<file path="src/rtl/ahb_mc_pkg.sv">
// Shared encodings for the multi-channel AHB slave front end.
package ahb_mc_pkg;

  localparam logic [1:0] HTRANS_IDLE   = 2'b00;
  localparam logic [1:0] HTRANS_BUSY   = 2'b01;
  localparam logic [1:0] HTRANS_NONSEQ = 2'b10;
  localparam logic [1:0] HTRANS_SEQ    = 2'b11;

  localparam logic [1:0] HRESP_OKAY  = 2'b00;
  localparam logic [1:0] HRESP_ERROR = 2'b01;

  typedef enum logic [1:0] {
    IDLE = 2'b00,
    DATA = 2'b01,
    ERR1 = 2'b10,
    ERR2 = 2'b11
  } state_t;

endpackage

</file>
<file path="src/rtl/ahb_addr_decoder.sv">
// Peripheral window decoder: one-hot channel select plus hit flag.
module ahb_addr_decoder #(
  parameter int                ADDR_W        = 32,
  parameter logic [ADDR_W-1:0] BASE_ADDR     = 32'h8000_0000,
  parameter int                SLV_SIZE_LOG2 = 26,
  parameter int                NUM_SLV       = 3
) (
  input  logic [ADDR_W-1:0]  haddr_i,
  output logic [NUM_SLV-1:0] tempselx_o,
  output logic               hit_o
);

  logic [ADDR_W-1:0] off;
  logic [ADDR_W-1:0] idx;

  // Addresses below the window wrap to a large offset; the explicit
  // lower-bound compare keeps them from aliasing into a channel.
  always_comb begin
    off        = haddr_i - BASE_ADDR;
    idx        = off >> SLV_SIZE_LOG2;
    hit_o      = (haddr_i >= BASE_ADDR) && (idx < ADDR_W'(NUM_SLV));
    tempselx_o = '0;
    for (int i = 0; i < NUM_SLV; i++) begin
      tempselx_o[i] = hit_o && (idx == ADDR_W'(i));
    end
  end

endmodule

</file>
<file path="src/rtl/ahb_slave_if_mc.sv">
// AHB slave front end for the APB bridge: decode, pipelines, wait states
// and two-cycle ERROR response for unmapped accesses.
//
//   state | meaning
//   IDLE  | no data phase outstanding, ready with OKAY
//   DATA  | data phase of a mapped transfer, ready follows Pready
//   ERR1  | first ERROR cycle, not ready
//   ERR2  | second ERROR cycle, ready; may accept a new transfer
module ahb_slave_if_mc
  import ahb_mc_pkg::*;
#(
  parameter int                ADDR_W        = 32,
  parameter int                DATA_W        = 32,
  parameter int                NUM_SLV       = 3,
  parameter logic [ADDR_W-1:0] BASE_ADDR     = 32'h8000_0000,
  parameter int                SLV_SIZE_LOG2 = 26,
  parameter int                ERR_CNT_W     = 8
) (
  input  logic                 Hclk,
  input  logic                 Hrst,
  input  logic                 Hwrite,
  input  logic                 Hreadyin,
  input  logic [1:0]           Htrans,
  input  logic [ADDR_W-1:0]    Haddr,
  input  logic [DATA_W-1:0]    Hwdata,
  input  logic [DATA_W-1:0]    Prdata,
  input  logic                 Pready,
  output logic                 valid,
  output logic [ADDR_W-1:0]    Haddr1,
  output logic [ADDR_W-1:0]    Haddr2,
  output logic [DATA_W-1:0]    Hwdata1,
  output logic [DATA_W-1:0]    Hwdata2,
  output logic                 Hwritereg,
  output logic [NUM_SLV-1:0]   tempselx,
  output logic [NUM_SLV-1:0]   selx_reg,
  output logic [DATA_W-1:0]    Hrdata,
  output logic [1:0]           Hresp,
  output logic                 Hreadyout,
  output logic [ERR_CNT_W-1:0] err_count
);

  logic                 hit;
  logic                 accept;
  state_t               state_q, state_d, issue_state;
  logic                 valid_q;
  logic [ADDR_W-1:0]    haddr1_q, haddr2_q;
  logic [DATA_W-1:0]    hwdata1_q, hwdata2_q;
  logic                 hwrite_q;
  logic [NUM_SLV-1:0]   selx_q;
  logic [ERR_CNT_W-1:0] err_q;

  ahb_addr_decoder #(
    .ADDR_W        (ADDR_W),
    .BASE_ADDR     (BASE_ADDR),
    .SLV_SIZE_LOG2 (SLV_SIZE_LOG2),
    .NUM_SLV       (NUM_SLV)
  ) u_dec (
    .haddr_i    (Haddr),
    .tempselx_o (tempselx),
    .hit_o      (hit)
  );

  assign accept = Hreadyin && Htrans[1];

  // Pipelines stall with Hreadyin; transfer attributes latch only on accept.
  always_ff @(posedge Hclk) begin
    if (Hrst) begin
      haddr1_q  <= '0;
      haddr2_q  <= '0;
      hwdata1_q <= '0;
      hwdata2_q <= '0;
      hwrite_q  <= 1'b0;
      selx_q    <= '0;
      valid_q   <= 1'b0;
      err_q     <= '0;
    end else begin
      if (Hreadyin) begin
        haddr1_q  <= Haddr;
        haddr2_q  <= haddr1_q;
        hwdata1_q <= Hwdata;
        hwdata2_q <= hwdata1_q;
      end
      if (accept) begin
        hwrite_q <= Hwrite;
        selx_q   <= tempselx;
      end
      valid_q <= accept && hit;
      if (accept && !hit && (err_q != '1)) begin
        err_q <= err_q + ERR_CNT_W'(1);
      end
    end
  end

  // State register.
  always_ff @(posedge Hclk) begin
    if (Hrst) state_q <= IDLE;
    else      state_q <= state_d;
  end

  // Next state shared by IDLE, a completing DATA and ERR2.
  always_comb begin
    issue_state = IDLE;
    if (accept) issue_state = hit ? DATA : ERR1;
  end

  // Next-state and response outputs.
  always_comb begin
    state_d   = state_q;
    Hreadyout = 1'b1;
    Hresp     = HRESP_OKAY;
    case (state_q)
      IDLE: state_d = issue_state;
      DATA: begin
        Hreadyout = Pready;
        if (Pready) state_d = issue_state;
      end
      ERR1: begin
        Hreadyout = 1'b0;
        Hresp     = HRESP_ERROR;
        state_d   = ERR2;
      end
      ERR2: begin
        Hresp   = HRESP_ERROR;
        state_d = issue_state;
      end
      default: state_d = IDLE;
    endcase
  end

  assign Hrdata    = ((state_q == DATA) && !hwrite_q) ? Prdata : '0;
  assign valid     = valid_q;
  assign Haddr1    = haddr1_q;
  assign Haddr2    = haddr2_q;
  assign Hwdata1   = hwdata1_q;
  assign Hwdata2   = hwdata2_q;
  assign Hwritereg = hwrite_q;
  assign selx_reg  = selx_q;
  assign err_count = err_q;

endmodule

</file>
<file path="config.mk">
export PLATFORM = sky130hd
export DESIGN_NAME = ahb_slave_if_mc
export DESIGN_NICKNAME = d
export VERILOG_FILES = /design/src/rtl/ahb_mc_pkg.sv /design/src/rtl/ahb_addr_decoder.sv /design/src/rtl/ahb_slave_if_mc.sv
export SDC_FILE = /design/constraint.sdc
export NUM_CORES = 1
export LEC_CHECK = 0
export CAP_MARGIN = 5
export CORE_ASPECT_RATIO = 1.25
export CORE_MARGIN = 5
export CORE_UTILIZATION = 40
export DETAILED_ROUTE_END_ITERATION = 6
export PLACE_DENSITY = 0.9
export SLEW_MARGIN = 5
export SYNTH_ARGS = -nofsm -noshare
export SYNTH_HDL_FRONTEND = slang
export SYNTH_SLANG_ARGS = --single-unit
</file>
<file path="constraint.sdc">
create_clock -name Hclk -period 1.5 [get_ports Hclk]
set_input_delay 0.15 -clock Hclk [delete_from_list [all_inputs] [get_ports Hclk]]
set_output_delay 0.15 -clock Hclk [all_outputs]
set_load 0.005 [all_outputs]
</file>
; After elaboration in Yosys (flattened, before gate mapping)
; Index checks and enable logic that the tools add are counted.
[totals]
ff_bits = 143
output_inout_bits = 179
[classes]
addsub = 2
order_cmp = 2
eq_ne = 7
mux = 7
reduce_logical = 15
[op_table]
columns = operator, count
row1 = $ge 32x32->1 const B, 1
row2 = $logic_not 32->1, 1
row3 = $mux 32, 1
row4 = $sub 32x32->32 const B, 1
row5 = $logic_and 1x1->1, 9
row6 = $add 8x1->8 const B, 1
row7 = $ne 8x8->1 const B, 1
row8 = $eq 6x1->1 const B, 1
row9 = $eq 6x2->1 const B, 1
row10 = $lt 6x2->1 const B, 1
row11 = $mux 2, 3
row12 = $pmux 2 s3, 1
row13 = $eq 2x2->1 const B, 2
row14 = $reduce_or 2->1, 2
row15 = $eq 2x1->1 const B, 1
row16 = $logic_not 1->1, 2
row17 = $logic_not 2->1, 1
row18 = $ne 2x2->1 const B, 1
row19 = $pmux 1 s2, 1
row20 = $mux 1, 1

; Longest topological paths before layout
; Gate-level depths: netlist of the first run.
[depth]
ltp_word = 7
ltp_mapped = 6

; Modules after synthesis
; A second synthesis of the first run with hierarchy kept.
[unflattened]
cells_unflattened = 536
area_unflattened_um2 = 5450.2
[by_module_without_submodules]
columns = mod, n_inst, cells_each, area_each_um2, seq_area_each_um2
row1 = ahb_slave_if_mc, 1, 531, 5401.4, 2862.7
row2 = ahb_addr_decoder, 1, 5, 48.8, 0.0

; Least setup slack after synthesis of the first run
; OpenSTA, ideal clock, no wires.
[synth_timing]
path_kind = reg2reg
start = reg err_q[0] (netlist: err_count[0])
end = reg err_q[3] (netlist: err_count[3])
setup_ns = 0.070
t_arrival_ns = 1.351
t_required_ns = 1.430
slack_ns = 0.079
stages_incl_launch_ff = 6
period_less_slack_ns = 1.421
path_cell_list = dfxtp_1 ha_1 nand4_1 nor2_1 or4_1 a21oi_1
[synth_via]
elab_chain_cells = 2
[synth_lines]
columns = element, line_no
row1 = start: declaration, ahb_slave_if_mc.sv:50  ; logic [ERR_CNT_W-1:0] err_q;
row2 = start signal: assignment, ahb_slave_if_mc.sv:89  ; err_q <= err_q + ERR_CNT_W'(1);
row3 = "parallel branches: the longest is 2 deep, another holds $add 8x1->8", --
; Parallel ways; which one is timed is not known.
; A chain may end at the register's enable or synchronous reset.

; Final worst setup path of the first run
[layout_timing]
start = reg state_q[0]
end = out Hrdata[20]
[layout_via]
elab_chain_cells = 3
[layout_lines]
columns = element, line_no
row1 = start: declaration, ahb_slave_if_mc.sv:44  ; state_t state_q, state_d, issue_state;
row2 = start signal: assignment, ahb_slave_if_mc.sv:97  ; else state_q <= state_d;
row3 = $eq 2x1->1, ahb_slave_if_mc.sv:130  ; assign Hrdata = ((state_q == DATA) && !hwrite_q) ? Prdata : '0;
row4 = $logic_and 1x1->1, ahb_slave_if_mc.sv:130
row5 = $mux 32, ahb_slave_if_mc.sv:130
row6 = end: declaration, ahb_slave_if_mc.sv:36  ; output logic [DATA_W-1:0] Hrdata,
; No other way between the ends.

==> results.yml, run 1 <==
layout:
  antenna_cells: 0
  drive_gt1_frac: 0.2201
  fin_cells: 1025
  n_fill_cell: 896
  fin_nets: 945
  area_delta_synth_final_pct: 77.54
setup_path:
  critical_path.endpoint_type: "primary output"
  arrival_ns: 1.55
  cp_num_buf_inv: 4
  cpPeakStageDelay_ns: 0.35
  worst_path_most_repeated_cell: "buf_6"
  worstPathRequired_ns: 1.35
  critPathKind: "reg2out"
  critPathLaunchType: "flop"
  cpLargestDelayFamily: "buffers and inverters"
  path_cells: "nor3b_4, buf_6, buf_6, buf_6, and2_4, buf_6"
  crit_fanout: 4
  cp_slowest_cell: "dfxtp_2"
clock_network:
  clkLatencyLatePin_ns: 0.42
  clkTransAtPathRegs_ns: 0.06
  cts_tree: "yes"
  max-clock-path-buffers: 2
  root_buffer: "clkbuf_16"
  h-tree-depth: 4
  cts_sinks: 143
  cts_made_buffers: 17
grt:
  grt_overflow: 0
  grt_busiest_layer: "met2"
  grt_use_met1: 0.2174
  grt_util_met2: 0.3791
  grt_pass1_vias: 5115
  antenna_found_initial: 0
  grt_usage: 0.2099
  grt_first_pass_wirelength_um: 26730
  grt_max_degree: 69
  grt_util_met3: 0.06859
status:
  status: "complete, but fails checks"
  violations: "setup timing"
timing:
  fin_crit_sh: 1.133
  hold_violations: 0
  fin_worst_skew_ns: 0.007358
  whs_ns: 0.04927
  maxSlewViolCount: 0
  setup_violations: 34
  setup_tns_ns: -4.152
  rsz0062_at_grt: "true"
  timing.fmax_ghz: 0.5882
  fin_crit_ns: 1.700
  postLayoutSetupSlackWorst_ns: -0.2002
yosys:
  synth_warnings: 0
  synth_area_leaders: "dfxtp_1 53%, mux2i_1 24%, nor2_1 9.3%"
  netlist_instances: 531
  synth_area_um2: 5409
  synth_nets: 635
  ys_types: 39
  synth_seq_area_share: 0.5293
  synthFlopType: "dfxtp_1"
  async_reset_ff_frac: 0
  syn_area_per_cell_um2: 10.19
  synth_top_area_frac: 0.5293
  yosys.area.top_type: "dfxtp_1"
  synth_edf_count: 0
  netlist_top_cells_count: "143 x dfxtp_1, 134 x nor2_1, 131 x mux2i_1"
  ys_ff_latch: 143
  yosysMostFrequentCell: "dfxtp_1"
floorplanning:
  core-area_um2: 13230
  die_y_um: 140.0
  boundaryPins: 282
  dieArea_um2: 15960
  start_util: 0.4088
  die_w_um: 114.0
  rows: 47
power:
  p_per_area_nw_per_um2: 1027
  irDropWorstVdd_mv: 0.8322
  power_mw: 9.867
  p_leak_nw: 4.425
routing:
  vias: 4949
  ant_nets: 0
  drc: 0
  viasPerCell: 4.828
  wl_um: 17930
  avgRoutedWirePerCell_um: 17.50
  firstDrtPassIters: 4
  drt_iter0_markers: 179
hold_path:
  min_path_type: "in2reg"
placed_design:
  port_buffers: 279
  globalplace.congestion: 0.7726
  dp_cells: 968
  dp_hpwl_um: 11890
run:
  drv_cap: 0
[layout by cell type (no fill, tap or decap), types with 6 or more instances in the layout]
| cell | synthesis | routed |
|---|---|---|
| buf_2 | 14 | 7 |
| dlymetal6s2s_1 | 0 | 17 |
| dfxtp_2 | 0 | 23 |
| dfxtp_1 | 143 | 119 |
| mux2i_1 | 131 | 131 |
| and2_4 | 0 | 27 |
| nor2_1 | 134 | 132 |
| a21oi_1 | 9 | 7 |
| buf_4 | 1 | 18 |
| dlygate4sd2_1 | 0 | 12 |
| clkdlybuf4s50_1 | 0 | 207 |
| buf_6 | 1 | 55 |
| clkbuf_16 | 0 | 17 |
| and2_1 | 33 | 6 |
[metrics by stage]
stage	instance area (um2)	utilization	setup WS (ns)
after global routing	9603	0.7258	-0.2546
after CTS	9320	0.7044	-0.2415
after global placement	8494	0.6420	-0.6552
final	9603	0.7258	-0.2002
after detailed placement	8494	0.6420	-0.7129
after floorplan	5409	-	0.07858
[timing repair]
| action | CTS | global route |
|---|---|---|
| gates resized for setup | 229 | 89 |
| pin swaps | 32 | 10 |
| endpoints found under the hold margin | 3 | 0 |
| hold buffers | 3 | 0 |
| cloned | 4 | 1 |
| setup buffers | 19 | 3 |
| setup endpoints to repair | 59 | 68 |
[worst reg2reg max path: cells and delay by family (launching register included)]
family                     cells  cell delay, ns
AOI/OAI and AO/OA              2            0.26
adders and majority gates      1            0.18
buffers and inverters          1            0.11
DFF                            1            0.34
and+or+nand+nor                2            0.50
[cells by family after synthesis]
group | Yosys count | synth area share
AO/OA/AOI/OAI | 21 | 0.02591
adder cells (fa/ha/maj) | 1 | 0.002313
buffers and inverters | 39 | 0.03239
flip-flops | 143 | 0.5293
multiplexers | 132 | 0.2445
other | 1 | 0.0006933
AND/OR/NAND/NOR | 194 | 0.1649
[power breakdown]
group / internal, mW / switching [mW] / total (mW)
combinational: 0.864 / 0.503 / 1.37
clock: 2.77 / 1.64 / 4.40
sequential: 3.98 / 0.122 / 4.10
total: 7.61 / 2.26 / 9.87
[metal layers]
layer	part of all wire	up-vias	wire [um]
met3	0.072	33	1283
met1	0.36	2329	6484
met2	0.54	185	9651
met5	0	-	0
met4	0.029	0	513
li1	-	2402	-
[final timing paths]
path	startpoint	to	slack, ns	depth (start not counted)
max	state_q[0]	Hrdata[20]	-0.20	6
min	Hrst	err_count[3]	0.05	2
max reg2reg	err_count[1]	err_count[4]	0.05	6
min reg2reg	Haddr2[23]	Haddr2[23]	0.49	2
[area by class of cell]
type	count	area [um2]	area share
Timing Repair Buffer	327	3334	0.3472
Sequential cell	143	2895	0.3015
Multi-Input combinational cell	350	2527	0.2632
Clock buffer	21	470.5	0.04899
Tap cell	171	214.0	0.02228
Clock inverter	11	153.9	0.01603
Inverter	2	7.507	0.0007818
No activity file was read; power rests on OpenSTA's default activity.
==> run 2: changes to the inputs <==
--- a/config.mk
+++ b/config.mk
@@ -11,7 +11,7 @@
 export CORE_UTILIZATION = 40
 export DETAILED_ROUTE_END_ITERATION = 6
 export PLACE_DENSITY = 0.9
-export SLEW_MARGIN = 5
+export SLEW_MARGIN = 20
 export SYNTH_ARGS = -nofsm -noshare
 export SYNTH_HDL_FRONTEND = slang
 export SYNTH_SLANG_ARGS = --single-unit
==> results of run 2 <==
Same layout as run 1: the final DEF is identical, and so are final timing and power.
